===== src/rtl/btn_arb_pkg.sv =====
// ---------------------------------------------------------------------------
// btn_arb_pkg
// Shared constants and helpers for the button event arbiter.
//   N_REQ_DEFAULT : default number of button requesters
//   ID_W          : requester index width for the default configuration
//   DROP_CNT_W    : width of the optional coalesced-pulse counter
//   popcnt16()    : number of set bits in a 16-bit vector
// ---------------------------------------------------------------------------
package btn_arb_pkg;

  localparam int N_REQ_DEFAULT = 4;
  localparam int ID_W          = $clog2(N_REQ_DEFAULT);
  localparam int DROP_CNT_W    = 8;

  // Wide enough for 2 * 8 requesters (short + long drops in one cycle).
  function automatic logic [4:0] popcnt16(input logic [15:0] v);
    logic [4:0] cnt;
    cnt = '0;
    for (int i = 0; i < 16; i++) begin
      cnt = cnt + 5'(v[i]);
    end
    return cnt;
  endfunction

endpackage


===== src/rtl/btn_event_arbiter_rr_pick.sv =====
// ---------------------------------------------------------------------------
// rr_pick
// Combinational round-robin picker. Searches req[] starting at ptr+1 and
// wrapping modulo N_REQ; the first set bit found is granted.
// Ports:
//   req       : per-requester eligibility
//   ptr       : index of the last granted requester
//   gnt_valid : at least one requester is eligible
//   gnt_id    : index of the granted requester (0 when gnt_valid=0)
// ---------------------------------------------------------------------------
module rr_pick
  import btn_arb_pkg::*;
#(
  parameter int N_REQ   = N_REQ_DEFAULT,
  parameter int ID_BITS = $clog2(N_REQ)
) (
  input  logic [N_REQ-1:0]   req,
  input  logic [ID_BITS-1:0] ptr,
  output logic               gnt_valid,
  output logic [ID_BITS-1:0] gnt_id
);

  logic [ID_BITS-1:0] w_idx;

  // Walk offsets from farthest to nearest so the nearest hit after ptr
  // overwrites any farther one; offset N_REQ wraps back to ptr itself.
  always_comb begin
    gnt_valid = 1'b0;
    gnt_id    = '0;
    w_idx     = '0;
    for (int k = N_REQ; k >= 1; k--) begin
      w_idx = ID_BITS'((int'(ptr) + k) % N_REQ);
      if (req[w_idx]) begin
        gnt_valid = 1'b1;
        gnt_id    = w_idx;
      end
    end
  end

endmodule


===== src/rtl/btn_event_arbiter.sv =====
// ---------------------------------------------------------------------------
// btn_event_arbiter
// Captures per-requester short/long button event pulses into pending bits
// and issues them one at a time as commands through a valid/ready output
// register, selecting requesters round-robin (long before short within a
// requester).
// Optional feature macro: BTN_ARB_DROP_CNT_EN adds the drop_cnt output, a
// saturating count of pulses coalesced into an already-pending bit.
// Ports:
//   clk, reset_n        : clock, asynchronous active-low reset
//   ev_short, ev_long   : one-cycle event pulses per requester
//   arb_en              : grant enable (events still captured when low)
//   flush               : synchronous clear of all pending events
//   cmd_valid/id/long   : presented command
//   cmd_ready           : consumer accepts the command
//   drop_cnt            : coalesced-pulse counter (macro only)
// ---------------------------------------------------------------------------
module btn_event_arbiter
  import btn_arb_pkg::*;
#(
  parameter int N_REQ = N_REQ_DEFAULT
) (
  input  logic                      clk,
  input  logic                      reset_n,
  input  logic [N_REQ-1:0]          ev_short,
  input  logic [N_REQ-1:0]          ev_long,
  input  logic                      arb_en,
  input  logic                      flush,
  output logic                      cmd_valid,
  output logic [$clog2(N_REQ)-1:0]  cmd_id,
  output logic                      cmd_long,
  input  logic                      cmd_ready
`ifdef BTN_ARB_DROP_CNT_EN
  ,
  output logic [DROP_CNT_W-1:0]     drop_cnt
`endif
);

  localparam int CMD_ID_W = $clog2(N_REQ);

  // State
  logic [N_REQ-1:0]    r_pend_s;
  logic [N_REQ-1:0]    r_pend_l;
  logic [CMD_ID_W-1:0] r_rr_ptr;
  logic                r_cmd_valid;
  logic [CMD_ID_W-1:0] r_cmd_id;
  logic                r_cmd_long;

  // Next-state / combinational
  logic [N_REQ-1:0]    w_req;
  logic                w_free;
  logic                w_gnt_valid;
  logic [CMD_ID_W-1:0] w_gnt_id;
  logic                w_load;
  logic                w_load_long;
  logic [N_REQ-1:0]    w_hit;
  logic [N_REQ-1:0]    w_clr_s;
  logic [N_REQ-1:0]    w_clr_l;
  logic [N_REQ-1:0]    w_pend_s_next;
  logic [N_REQ-1:0]    w_pend_l_next;
  logic [CMD_ID_W-1:0] w_rr_ptr_next;
  logic                w_cmd_valid_next;
  logic [CMD_ID_W-1:0] w_cmd_id_next;
  logic                w_cmd_long_next;

  assign w_req  = r_pend_s | r_pend_l;
  assign w_free = ~r_cmd_valid | cmd_ready;

  rr_pick #(
    .N_REQ   (N_REQ),
    .ID_BITS (CMD_ID_W)
  ) u_rr_pick (
    .req       (w_req),
    .ptr       (r_rr_ptr),
    .gnt_valid (w_gnt_valid),
    .gnt_id    (w_gnt_id)
  );

  assign w_load      = w_free & arb_en & ~flush & w_gnt_valid;
  // Long wins within the granted requester; short stays pending.
  assign w_load_long = r_pend_l[w_gnt_id];

  for (genvar gi = 0; gi < N_REQ; gi++) begin : g_hit
    assign w_hit[gi] = w_load & (w_gnt_id == CMD_ID_W'(gi));
  end

  assign w_clr_l = w_hit & {N_REQ{w_load_long}};
  assign w_clr_s = w_hit & {N_REQ{~w_load_long}};

  // A pulse in the load cycle re-sets the bit being cleared; flush beats all.
  assign w_pend_s_next = flush ? '0 : ((r_pend_s & ~w_clr_s) | ev_short);
  assign w_pend_l_next = flush ? '0 : ((r_pend_l & ~w_clr_l) | ev_long);

  always_comb begin
    w_cmd_valid_next = r_cmd_valid;
    w_cmd_id_next    = r_cmd_id;
    w_cmd_long_next  = r_cmd_long;
    w_rr_ptr_next    = r_rr_ptr;
    if (w_load) begin
      w_cmd_valid_next = 1'b1;
      w_cmd_id_next    = w_gnt_id;
      w_cmd_long_next  = w_load_long;
      w_rr_ptr_next    = w_gnt_id;
    end else if (w_free) begin
      w_cmd_valid_next = 1'b0;
    end
  end

  always_ff @(posedge clk or negedge reset_n) begin
    if (!reset_n) begin
      r_pend_s    <= '0;
      r_pend_l    <= '0;
      r_rr_ptr    <= CMD_ID_W'(N_REQ - 1);
      r_cmd_valid <= 1'b0;
      r_cmd_id    <= '0;
      r_cmd_long  <= 1'b0;
    end else begin
      r_pend_s    <= w_pend_s_next;
      r_pend_l    <= w_pend_l_next;
      r_rr_ptr    <= w_rr_ptr_next;
      r_cmd_valid <= w_cmd_valid_next;
      r_cmd_id    <= w_cmd_id_next;
      r_cmd_long  <= w_cmd_long_next;
    end
  end

  assign cmd_valid = r_cmd_valid;
  assign cmd_id    = r_cmd_id;
  assign cmd_long  = r_cmd_long;

`ifdef BTN_ARB_DROP_CNT_EN
  logic [DROP_CNT_W-1:0] r_drop_cnt;
  logic [N_REQ-1:0]      w_drop_s;
  logic [N_REQ-1:0]      w_drop_l;
  logic [4:0]            w_drop_num;
  logic [DROP_CNT_W:0]   w_drop_sum;
  logic [DROP_CNT_W-1:0] w_drop_cnt_next;

  // A pulse is coalesced only if its bit stays set through this edge
  // without it; flush discards pulses without counting them.
  assign w_drop_s   = ev_short & r_pend_s & ~w_clr_s & {N_REQ{~flush}};
  assign w_drop_l   = ev_long  & r_pend_l & ~w_clr_l & {N_REQ{~flush}};
  assign w_drop_num = popcnt16(16'({w_drop_l, w_drop_s}));
  assign w_drop_sum = {1'b0, r_drop_cnt} + (DROP_CNT_W + 1)'(w_drop_num);
  assign w_drop_cnt_next = w_drop_sum[DROP_CNT_W] ? '1 : w_drop_sum[DROP_CNT_W-1:0];

  always_ff @(posedge clk or negedge reset_n) begin
    if (!reset_n) begin
      r_drop_cnt <= '0;
    end else begin
      r_drop_cnt <= w_drop_cnt_next;
    end
  end

  assign drop_cnt = r_drop_cnt;
`endif

endmodule


===== config.mk =====
export PLATFORM = sky130hd
export DESIGN_NAME = btn_event_arbiter
export DESIGN_NICKNAME = d
export VERILOG_FILES = /design/src/rtl/btn_arb_pkg.sv /design/src/rtl/btn_event_arbiter_rr_pick.sv /design/src/rtl/btn_event_arbiter.sv
export SDC_FILE = /design/constraint.sdc
export NUM_CORES = 1
export LEC_CHECK = 0
export ABC_AREA = 1
export ABC_CLOCK_PERIOD_IN_PS = 5230
export CORE_ASPECT_RATIO = 1.4
export CORE_UTILIZATION = 35
export CTS_CLUSTER_SIZE = 25
export DETAILED_ROUTE_END_ITERATION = 16
export GPL_ROUTABILITY_DRIVEN = 0
export SYNTH_ARGS = -nofsm -noshare
export SYNTH_HDL_FRONTEND = slang
export SYNTH_HIERARCHICAL = 1
export SYNTH_SLANG_ARGS = --single-unit

===== constraint.sdc =====
create_clock -name clk -period 5.23 [get_ports clk]
set_input_delay 0.523 -clock clk [delete_from_list [all_inputs] [get_ports clk]]
set_output_delay 0.523 -clock clk [all_outputs]
set_load 0.02 [all_outputs]

After elaboration in Yosys (flattened, before gate mapping):

Index checks and enable logic that the tools add are counted.

* flip-flop bits (word level): 14
* input port bits: 13
* output and inout bits: 4
* word-level logic and storage cells: 62

* $add $sub $neg: 4
* $lt $le $gt $ge: 5
* equal/unequal tests: 3
* mux-type cells: 22
* bitwise gates (word level): 20
* reductions and logical operators: 2

Operator list (count)
* $and A4 B4 Y4: 4
* $lt A2 B3 Y1 const B: 5
* $or A4 B4 Y4: 3
* $mux W1: 11
* $bmux W1 S2: 5
* $mux W2: 4
* $mux W4: 2
* $not A4 Y4: 2
* $and A1 B1 Y1: 7
* $add A2 B1 Y2 const B: 2
* $add A2 B2 Y2 const B: 2
* $eq A2 B2 Y1 const B: 2
* $not A1 Y1: 3
* $eq A2 B1 Y1 const B: 1
* $logic_not A2 Y1: 1
* $reduce_bool A2 Y1: 1
* $or A1 B1 Y1: 1

Depth between registers and ports, before layout:

Gate-level depths: netlist (run 1).

* word-level depth: 15
* mapped depth: 19
* mapped depth without buffers: 18

Cells and area by module:

The synthesis (run 1) kept the hierarchy.

By module, submodules not included
* btn_event_arbiter: times used 1, cells each 101, area each 760.7 µm², sequential area each 352.8 µm²
* rr_pick: times used 1, cells each 51, area each 246.5 µm², sequential area each 0.0 µm²

Worst setup path before layout (run 1):

No wires, ideal clock.

* path kind: reg-to-reg
* start point: register r_pend_l[1]
* end point: register r_pend_s[0]
* library setup time: 0.120 ns
* arrival: 1.769 ns
* required time: 5.110 ns
* slack: 3.341 ns
* stages on the path, launching flop included: 19
* path buffers: 1
* clock period less this slack: 1.889 ns
* cell sequence: dfrtp_1 -> or2_2 -> inv_1 -> nand2_1 -> nand3_1 -> nand2_1 -> inv_1 -> nand2_1 -> nand2_1 -> nand2_1 -> nand2_1 -> buf_6 -> inv_2 -> nand3_1 -> nand2_1 -> nor2_2 -> nand2_1 -> nand2_1 -> a21oi_1

* cells in the longest elaborated chain, start to end: 15
* elaborated cells on any way between the ends: 28
* those cells by class: mux (19); bitwise (8); reduce/logical (1)

Ends and longest elaborated chain
* from (decl): RTL line btn_event_arbiter.sv:43 `logic [N_REQ-1:0] r_pend_l;`
* from (signal assigned): RTL line btn_event_arbiter.sv:119 `r_pend_l <= w_pend_l_next;`
* $or A4 B4 Y4 (*): RTL line btn_event_arbiter.sv:66 `assign w_req = r_pend_s | r_pend_l;`
* net w_req[1]: RTL line btn_event_arbiter.sv:50 `logic [N_REQ-1:0] w_req;`
* $bmux W1 S2: RTL line btn_event_arbiter_rr_pick.sv:33 `if (req[w_idx]) begin`
* $mux W1 (not written as such): RTL line btn_event_arbiter_rr_pick.sv:33
* $mux W2 (3 in a row): RTL line btn_event_arbiter_rr_pick.sv:33
* $mux W2 (*): RTL line btn_event_arbiter_rr_pick.sv:33
* net w_gnt_id[0]: RTL line btn_event_arbiter.sv:53 `logic [CMD_ID_W-1:0] w_gnt_id;`
* $bmux W1 S2: RTL line btn_event_arbiter.sv:81 `assign w_load_long = r_pend_l[w_gnt_id];`
* $mux W1 (not written as such): RTL line btn_event_arbiter.sv:81
* $not A1 Y1: RTL line btn_event_arbiter.sv:88 `assign w_clr_s = w_hit & {N_REQ{~w_load_long}};`
* $and A4 B4 Y4 (*): RTL line btn_event_arbiter.sv:88
* $not A4 Y4 (*): RTL line btn_event_arbiter.sv:91 `assign w_pend_s_next = flush ? '0 : ((r_pend_s & ~w_clr_s) | ev_short);`
* $and A4 B4 Y4 (*): RTL line btn_event_arbiter.sv:91
* $or A4 B4 Y4 (*): RTL line btn_event_arbiter.sv:91
* $mux W4 (*): RTL line btn_event_arbiter.sv:91
* net w_pend_s_next[0]: RTL line btn_event_arbiter.sv:59 `logic [N_REQ-1:0] w_pend_s_next;`
* to (signal assigned): RTL line btn_event_arbiter.sv:118 `r_pend_s <= w_pend_s_next;`
* to (decl): RTL line btn_event_arbiter.sv:42 `logic [N_REQ-1:0] r_pend_s;`

Mark *: on every way through the listed nets, which the timed path passes. The rest lies on a longest branch. The select of a mux whose other input is x is not followed.
A chain may end at the register's enable or synchronous reset.

Worst setup path after layout (run 1):

* start point: register r_rr_ptr[0]
* end point: register r_pend_s[1]

* cells in the longest elaborated chain, start to end: 15
* elaborated cells on any way between the ends: 31
* those cells by class: add/sub (4); eq/ne (1); mux (19); bitwise (7)

Ends and longest elaborated chain
* from (decl): RTL line btn_event_arbiter.sv:44 `logic [CMD_ID_W-1:0] r_rr_ptr;`
* from (signal assigned): RTL line btn_event_arbiter.sv:113 `r_rr_ptr <= CMD_ID_W'(N_REQ - 1);`
* from (signal assigned): RTL line btn_event_arbiter.sv:120 `r_rr_ptr <= w_rr_ptr_next;`
* $add A2 B1 Y2: RTL line btn_event_arbiter_rr_pick.sv:32 `w_idx = ID_BITS'((int'(ptr) + k) % N_REQ);`
* $bmux W1 S2: RTL line btn_event_arbiter_rr_pick.sv:33
* $mux W1 (not written as such): RTL line btn_event_arbiter_rr_pick.sv:33
* $mux W2 (3 in a row): RTL line btn_event_arbiter_rr_pick.sv:33
* $mux W2 (*): RTL line btn_event_arbiter_rr_pick.sv:33
* net w_gnt_id[1]: RTL line btn_event_arbiter.sv:53
* $bmux W1 S2: RTL line btn_event_arbiter.sv:81
* $mux W1 (not written as such): RTL line btn_event_arbiter.sv:81
* $not A1 Y1: RTL line btn_event_arbiter.sv:88
* $and A4 B4 Y4 (*): RTL line btn_event_arbiter.sv:88
* $not A4 Y4 (*): RTL line btn_event_arbiter.sv:91
* $and A4 B4 Y4 (*): RTL line btn_event_arbiter.sv:91
* $or A4 B4 Y4 (*): RTL line btn_event_arbiter.sv:91
* $mux W4 (*): RTL line btn_event_arbiter.sv:91
* net w_pend_s_next[1]: RTL line btn_event_arbiter.sv:59

Marked as above.

==> metrics.txt, run 1 <==
status completed; Layout Skew 0.00256 ns; WL per Instance 9.76 microns; Slew Viols, Final 0; first-pass GRT wire length 3.49 mm; initial antenna violation count 0; total gr overflow 0; EDFF count, synth 0; final WL 1.98 mm; most used cell, CP nand2_1; PD cells 523 nW/um^2; # diodes 0; final hold slack 0.494 ns; fin crit share 0.449; Yosys cell types 20; Antenna Nets Post-Route 0; IO Port Bufs 16; placed inst area 1160 sq um; standard-cell rows 22; CTS max path bufs 2; # IOs 17; Syn-to-layout area delta 18.4%; post-CTS setup buffers 0; warnings from Yosys 6; Vias/cell 4.47; utilization after layout 0.447; final setup fails 0; Final min period 2.35 ns; Top FF cell, synth dfrtp_1; clk_lat worst skew 0.29 ns; largest net degree at the start of global routing 15; RSZ-0062 raised after global routing no; syn_nets 165; final net count 181; HP Class flip-flop to flip-flop; Post-CTS Hold Fix Bufs 0; Starting Density 0.377; die outline height 65.5 microns; die area 3100 sq um; Fillers 312; asr flop ratio synth 1.00; Pre-antenna DRT Iters 4; Post-synth top cells nand2_1 (66), inv_1 (19), dfrtp_1 (12); Sink Count 14; post-synthesis instance area 1010 sq um; DRC Markers 0; setup tns final 0 ns; worst path arrival time 2.51 ns; max frequency 426 MHz; CTS tree done; CP Max Fanout 11; fraction of layout cells with a size suffix above 1 0.204; highest cell delay on the worst timing path 0.69 ns; Crit Path Class flip-flop to flip-flop; Slew HR 0.580; Root Buffer clkbuf_4; final instance area 1190 sq um; Design Power 624 uW; crit path capture type flip-flop; P_leak 0.645 nW; Seq/Total Area, Yosys 0.350; count leader, synth nand2_1; clock slew at the register clock pins of the worst setup and hold paths 0.09 ns; gr usage total 0.160; Mapped Cells 152; vias in the first global route 863; Synth top area share 0.298; Die X 47.3 microns; TritonCTS buffer count 3; H-tree depth 1; Worst-Margin Slew 0.628 ns; worst endpoint required time 5.40 ns; slowest library cell on the worst path dfstp_2; CP delay by family, top simple AND/OR/NAND/NOR gates; Worst IR Drop VDD 0.242 mV; top cell type by total area after synthesis dfrtp_1; post-cts gate resize count 0; initial DRC count 18; Synth area leaders dfrtp_1 (30%), nand2_1 (25%), inv_1 (7.1%); HPWL Detailed 1.61 mm; crit path cell chain nand2_1 > o21ai_1 > nand2_1 > nand2_1 > nand3_1 > a21boi_1 > inv_1 > nand3_1 > nand2_1 > nor2_2 > nand2_1 > nand2_1 > a21oi_1; CP bufs+invs 1; DR vias 908; average cell area after synthesis 6.63 sq um; Final Hold Fails 0; type of origin of the critical path flip-flop; core area 2670 sq um; Synth Register Bits 14; Max-Cap Viols 0
-- registers in the layout, summed over array words and instances, names as in the netlist --
register / cells
cmd_long: 1
r_pend_s: 4
cmd_valid: 1
r_rr_ptr: 2
cmd_id: 2
r_pend_l: 4
-- final cells by class --
type                    instances  area [sq um]  area share
clock buffers                   4          36.3      0.0304
inverters                      24          95.1      0.0797
multi-input cells             109           503       0.422
flip-flops and latches         14           353       0.296
well taps                      36          45.0      0.0378
repair buffers                 16           160       0.134
-- through the flow --
stage          cells  setup WS [ns]
2_1_floorplan    152           3.34
6_report         203           2.88
3_5_place_dp     199           2.88
4_1_cts          203           2.86
5_1_grt          203           2.62
3_3_place_gp     199           2.94
-- cell families (layout without fill, tap and decap cells) --
| logic type | after synthesis | count (layout) | synth area share |
|---|---|---|---|
| AOI/OAI and AO/OA | 12 | 12 | 0.0733 |
| and+or+nand+nor | 97 | 97 | 0.426 |
| DFF | 14 | 14 | 0.350 |
| buffers and inverters | 29 | 44 | 0.150 |
-- worst min-delay path: cells and delay by family, from the launching register on --
family        cells  cell delay (ns)
flops             1             0.35
simple gates      2             0.12
-- cells in the final DEF (no fill, tap or decap) --
master	synthesis	routed
nand2_1	66	66
inv_1	19	19
clkdlybuf4s50_1	0	16
dfrtp_1	12	12
nand2_2	9	9
nand3_1	7	7
a21oi_1	6	6
nor2_2	5	5
inv_2	4	4
nor2_1	4	4
or2_2	4	4
clkbuf_4	0	3
a21oi_2	2	2
dfstp_2	2	2
nand3_2	1	1
o21ai_0	1	1
clkbuf_8	0	1
inv_6	1	1
o21ai_2	1	1
o21ai_1	1	1
and2_4	1	1
a21boi_1	1	1
-- power breakdown --
| group | internal, mW | switching [mW] | leakage (nW) |
|---|---|---|---|
| registers | 0.138 | 0.0297 | 0.172 |
| clock network | 0.0425 | 0.0377 | 0.0210 |
| logic | 0.133 | 0.244 | 0.452 |
| total | 0.313 | 0.311 | 0.645 |
-- worst paths after layout --
check                            startpoint          end  slack (ns)  depth (start not counted)
worst max-delay path            r_rr_ptr[0]  r_pend_s[1]        2.88                         13
worst min-delay path              cmd_id[1]    cmd_id[1]        0.49                          2
worst max register to register  r_rr_ptr[0]  r_pend_s[1]        2.88                         13
worst min register to register    cmd_id[1]    cmd_id[1]        0.49                          2
max in group asynchronous           reset_n    cmd_id[1]        4.21                          1
min in group asynchronous           reset_n  r_pend_s[0]        0.62                          1
-- routing by layer --
layer / wire length, microns / vias to the layer above / global-route usage
met5: 0 / - / 0
met4: 48 / 0 / 0.0857
met3: 46 / 5 / 0.0247
met2: 1000 / 15 / 0.262
met1: 885 / 404 / 0.189
li1: - / 484 / -
No activity file was read; power rests on OpenSTA's default activity.
==> inputs of run 2 (changes only) <==
--- a/config.mk
+++ b/config.mk
@@ -6,7 +6,7 @@
 export NUM_CORES = 1
 export LEC_CHECK = 0
 export ABC_AREA = 1
-export ABC_CLOCK_PERIOD_IN_PS = 5230
+export ABC_CLOCK_PERIOD_IN_PS = 2350
 export CORE_ASPECT_RATIO = 1.4
 export CORE_UTILIZATION = 35
 export CTS_CLUSTER_SIZE = 25
==> constraint.sdc (replaced) <==
create_clock -name clk -period 2.35 [get_ports clk]
set_input_delay 0.235 -clock clk [delete_from_list [all_inputs] [get_ports clk]]
set_output_delay 0.235 -clock clk [all_outputs]
set_load 0.02 [all_outputs]
==> run 2 against run 1 <==
Critical path depth rose by 3. Hold slack worse by 0.15 ns. Sequential cell count did not move. Global-route usage down 1.7 points. Clock skew down 0.0012 ns. Largest cell class unchanged. Largest power group unchanged.
==> metrics.txt, run 2 (synthesis gave the netlist of run 1 again) <==
CP bufs+invs 3; Pre-antenna DRT Iters 4; setup tns final 0 ns; Vias/cell 4.35; standard-cell rows 22; final instance area 1220 sq um; highest cell delay on the worst timing path 0.63 ns; die area 3100 sq um; Final Hold Fails 0; slack of the critical path 0.242 ns; fraction of layout cells with a size suffix above 1 0.229; status completed; CTS max path bufs 2; crit path cell chain buf_2 > nand2_1 > nand3_1 > nand2_1 > inv_1 > nand2_1 > nand2_1 > nand2_1 > nand2_2 > inv_2 > nand3_1 > nand2_1 > nor2_4 > nand2_1 > nand2_1 > a21oi_1; clk_lat worst skew 0.27 ns; IO Port Bufs 16; Max-Cap Viols 0; Top Registers r_pend_l x4, r_pend_s x4; Slew Viols, Final 0; TritonCTS buffer count 3; initial DRC count 15; DR vias 896; Die X 47.3 microns; Final min period 2.11 ns; core area 2670 sq um; most used cell, CP nand2_1; pre-CTS WS 0.148 ns; final net count 184; final setup fails 0; Layout Skew 0.00134 ns; placed inst area 1170 sq um; H-tree depth 1; Worst-Margin Slew 0.603 ns; total gr overflow 0; Antenna Nets Post-Route 0; type of origin of the critical path flip-flop; CP Max Fanout 9; Seq. cell area 353 sq um; Post-CTS Hold Fix Bufs 0; initial antenna violation count 0; max frequency 474 MHz; CP delay by family, top simple AND/OR/NAND/NOR gates; utilization after layout 0.458; R2R Path End r_pend_s[0]; Fillers 286; Slew HR 0.597; reg-to-reg startpoint r_rr_ptr[0]; Worst IR Drop VDD 0.752 mV; Starting Density 0.377; vias in the first global route 796; # diodes 0; first-pass GRT wire length 3.26 mm; crit path capture type flip-flop; Crit Path Class flip-flop to flip-flop; reg2reg setup slack 0.24 ns; # IOs 17; fin crit share 0.897; worst-case reg-to-reg path depth 16; commonest non-fill, non-tap cell in the layout nand2_1; Syn-to-layout area delta 21.5%; Design Power 1.44 mW; slowest library cell on the worst path dfstp_2; Root Buffer clkbuf_4; die outline height 65.5 microns; most frequent cells in the layout nand2_1 (65), inv_1 (19), clkdlybuf4s50_1 (16); P_leak 0.661 nW; clock slew at the register clock pins of the worst setup and hold paths 0.08 ns; largest net degree at the start of global routing 15; HPWL Detailed 1.54 mm; Sink Count 14; WL per Instance 9.04 microns; worst path arrival time 2.27 ns; DRC Markers 0; CTS tree done; multi-input logic area 514 sq um; HP Class input port to async pin; PD cells 1180 nW/um^2; final WL 1.86 mm; gr usage total 0.142; crit path launch r_rr_ptr[0]; worst endpoint required time 2.51 ns
-- run 2: per-stage QoR --
stage,cells,hold slack [ns]
final,206,0.341
after global routing,206,0.393
after CTS,205,0.365
after detailed placement,201,0.468
after global placement,201,0.465
after floorplan,152,-0.0606
-- run 2: final cells by class --
type | count | area share
multi-input cells | 109 | 0.420
flip-flops and latches | 14 | 0.288
repair buffers | 19 | 0.147
inverters | 24 | 0.0777
well taps | 36 | 0.0368
clock buffers | 4 | 0.0297
-- run 2: power breakdown --
| part | leakage, nW | switching, mW | internal [mW] |
|---|---|---|---|
| Sequential | 0.172 | 0.0561 | 0.306 |
| Combinational | 0.469 | 0.571 | 0.341 |
| Clock | 0.0210 | 0.0744 | 0.0940 |
-- run 2: worst max path at each step --
stage / to / slack [ns] / cells after the start
floorplan: r_pend_s[0] / 0.46 / 18
global placement: r_pend_s[0] / 0.22 / 17
detailed placement: r_pend_s[0] / 0.15 / 17
CTS: r_pend_s[0] / 0.14 / 17
global route: r_pend_l[0] / -0.004 / 17
finish: r_pend_s[0] / 0.24 / 16
-- run 2: timing repair --
item,4_1_cts,5_1_grt
resized for setup,0,3
setup endpoints to repair,0,9
buffers inserted,0,1
-- run 2: metal layers --
layer  track usage  share of wire  vias to the layer above  routed length, microns
met2         0.236           0.53                       12                     981
met4        0.0429          0.010                        0                      19
met5             0              0                        -                       0
li1              -              -                      491                       -
met1         0.186           0.44                      391                     812
met3        0.0165          0.027                        2                      50
-- run 2: worst reg2reg max path, cell delays in order (launching register included) --
cell     delay [ns]
dfstp_2        0.63
buf_2          0.20
nand2_1        0.08
nand3_1        0.11
nand2_1        0.06
inv_1          0.05
nand2_1        0.05
nand2_1        0.06
nand2_1        0.05
nand2_2        0.15
inv_2          0.07
nand3_1        0.06
nand2_1        0.08
nor2_4         0.16
nand2_1        0.08
nand2_1        0.06
a21oi_1        0.06
==> inputs of run 3 (changes only) <==
--- a/config.mk
+++ b/config.mk
@@ -12,6 +12,7 @@
 export CTS_CLUSTER_SIZE = 25
 export DETAILED_ROUTE_END_ITERATION = 16
 export GPL_ROUTABILITY_DRIVEN = 0
+export MAX_ROUTING_LAYER = met4
 export SYNTH_ARGS = -nofsm -noshare
 export SYNTH_HDL_FRONTEND = slang
 export SYNTH_HIERARCHICAL = 1
==> run 3 against run 2 <==
Setup slack about the same. Clock-buffer cell count unchanged. Clock skew about the same. Via count unchanged. Hold slack about the same. Final area unchanged. Sequential power about the same. Global-route usage up 0.36 points. Critical path type unchanged. Critical endpoint unchanged. Largest power group unchanged.
==> metrics.txt, run 3 (synthesis gave the netlist of run 1 again) <==
Clock Power Share 0.117; first-pass GRT wire length 3.26 mm; Final Hold Fails 0; worst-case reg-to-reg path depth 16; sw frac 0.486; IO Port Bufs 16; clock slew at the register clock pins of the worst setup and hold paths 0.08 ns; clk_lat worst skew 0.27 ns; Psw 701 uW; Root Buffer clkbuf_4; total gr overflow 0; met2 wire len 981 microns; Sink Count 14; fin crit share 0.897; Pre-antenna DRT Iters 4; slack of the critical path 0.242 ns; Max-Cap Viols 0; Die X 47.3 microns; met3 wire length 55 microns; Worst-Margin Slew 0.603 ns; initial DRC count 18; Worst IR Drop VDD 0.752 mV; pre-CTS WS 0.148 ns; standard-cell rows 22; core area 2670 sq um; TritonCTS buffer count 3; Starting Density 0.377; max frequency 474 MHz; commonest non-fill, non-tap cell in the layout nand2_1; Final min period 2.11 ns; Slew HR 0.597; CP Max Fanout 9; HPWL Detailed 1.54 mm; gr usage total 0.146; DRT met1 WL 812 microns; placed cells 201; final WL 1.87 mm; Antenna Nets Post-Route 0; type of origin of the critical path flip-flop; initial antenna violation count 0; Top Registers r_pend_l x4, r_pend_s x4; vias in the first global route 795; worst path arrival time 2.27 ns; reg-to-reg startpoint r_rr_ptr[0]; Non-Filler Instances 206; Crit Path Class flip-flop to flip-flop; HP Class input port to async pin; Logic pwr share 0.632; Seq pwr share 0.251; CTS tree done; R2R Path End r_pend_s[0]; PD cells 1180 nW/um^2; H-tree depth 1; WL per Instance 9.08 microns; top routing layer used met4; CTS max path bufs 2; fraction of layout cells with a size suffix above 1 0.229; setup tns final 0 ns; Layout Skew 0.00132 ns; # diodes 0; reg2reg setup slack 0.24 ns; # IOs 17; Vias/cell 4.35; crit path capture type flip-flop; die area 3100 sq um; Int Power 741 uW; largest net degree at the start of global routing 15; final net count 184; P_leak 0.661 nW; most frequent cells in the layout nand2_1 (65), inv_1 (19), clkdlybuf4s50_1 (16); die outline height 65.5 microns; final setup fails 0; worst endpoint required time 2.51 ns; Slew Viols, Final 0; Syn-to-layout area delta 21.5%; DRC Markers 0; Post-CTS Hold Fix Bufs 0; DR vias 896; status completed
[run 3: cell counts in the layout (fill, tap and decap cells not counted)]
Identical to the previous run, type by type.
[run 3: worst max-delay path: stages, from the launching register on]
cell	delay (ns)
dfstp_2	0.63
buf_2	0.19
nand2_1	0.08
nand3_1	0.11
nand2_1	0.06
inv_1	0.05
nand2_1	0.05
nand2_1	0.06
nand2_1	0.05
nand2_2	0.15
inv_2	0.07
nand3_1	0.06
nand2_1	0.08
nor2_4	0.16
nand2_1	0.08
nand2_1	0.06
a21oi_1	0.06
[run 3: routing by layer]
metal,vias up,GRT usage
met2,12,0.236
met5,-,-
met4,0,0.0429
met1,391,0.186
li1,491,-
met3,2,0.0165
[run 3: worst max-delay path by stage]
| stage | start | end | slack, ns | cells past startpoint |
|---|---|---|---|---|
| floorplan | r_pend_l[1] | r_pend_s[0] | 0.46 | 18 |
| global placement | r_pend_l[3] | r_pend_s[0] | 0.22 | 17 |
| detailed placement | r_pend_l[3] | r_pend_s[0] | 0.15 | 17 |
| CTS | r_pend_l[3] | r_pend_s[0] | 0.14 | 17 |
| global route | r_rr_ptr[0] | r_pend_l[0] | -0.004 | 17 |
| finish | r_rr_ptr[0] | r_pend_s[0] | 0.24 | 16 |
[run 3: power by group through the flow]
stage / clock [mW] / combinational, mW / sequential [mW]
floorplan: 0 / 0.747 / 0.375
global placement: 0 / 0.852 / 0.375
detailed placement: 0 / 0.863 / 0.378
CTS: 0.176 / 0.867 / 0.373
global route: 0.183 / 1.05 / 0.373
finish: 0.168 / 0.912 / 0.362
[run 3: layout make-up]
cell class                      count  area, sq um
Clock buffer                        4         36.3
Fill cell                         286         1450
Inverter                           24         95.1
Multi-Input combinational cell    109          514
Sequential cell                    14          353
Tap cell                           36         45.0
Timing Repair Buffer               19          180
[run 3: what timing repair did]
item | 4_1_cts | 5_1_grt
endpoints found under the setup margin | 0 | 9
resized for setup | 0 | 3
buffers inserted | 0 | 1
[run 3: per-stage QoR]
stage | util | cell area (sq um) | hold WS (ns) | power [mW]
2_1_floorplan | - | 1010 | -0.0606 | 1.12
3_3_place_gp | 0.439 | 1170 | 0.465 | 1.23
3_5_place_dp | 0.439 | 1170 | 0.468 | 1.24
4_1_cts | 0.452 | 1210 | 0.365 | 1.42
5_1_grt | 0.458 | 1220 | 0.393 | 1.60
6_report | 0.458 | 1220 | 0.340 | 1.44
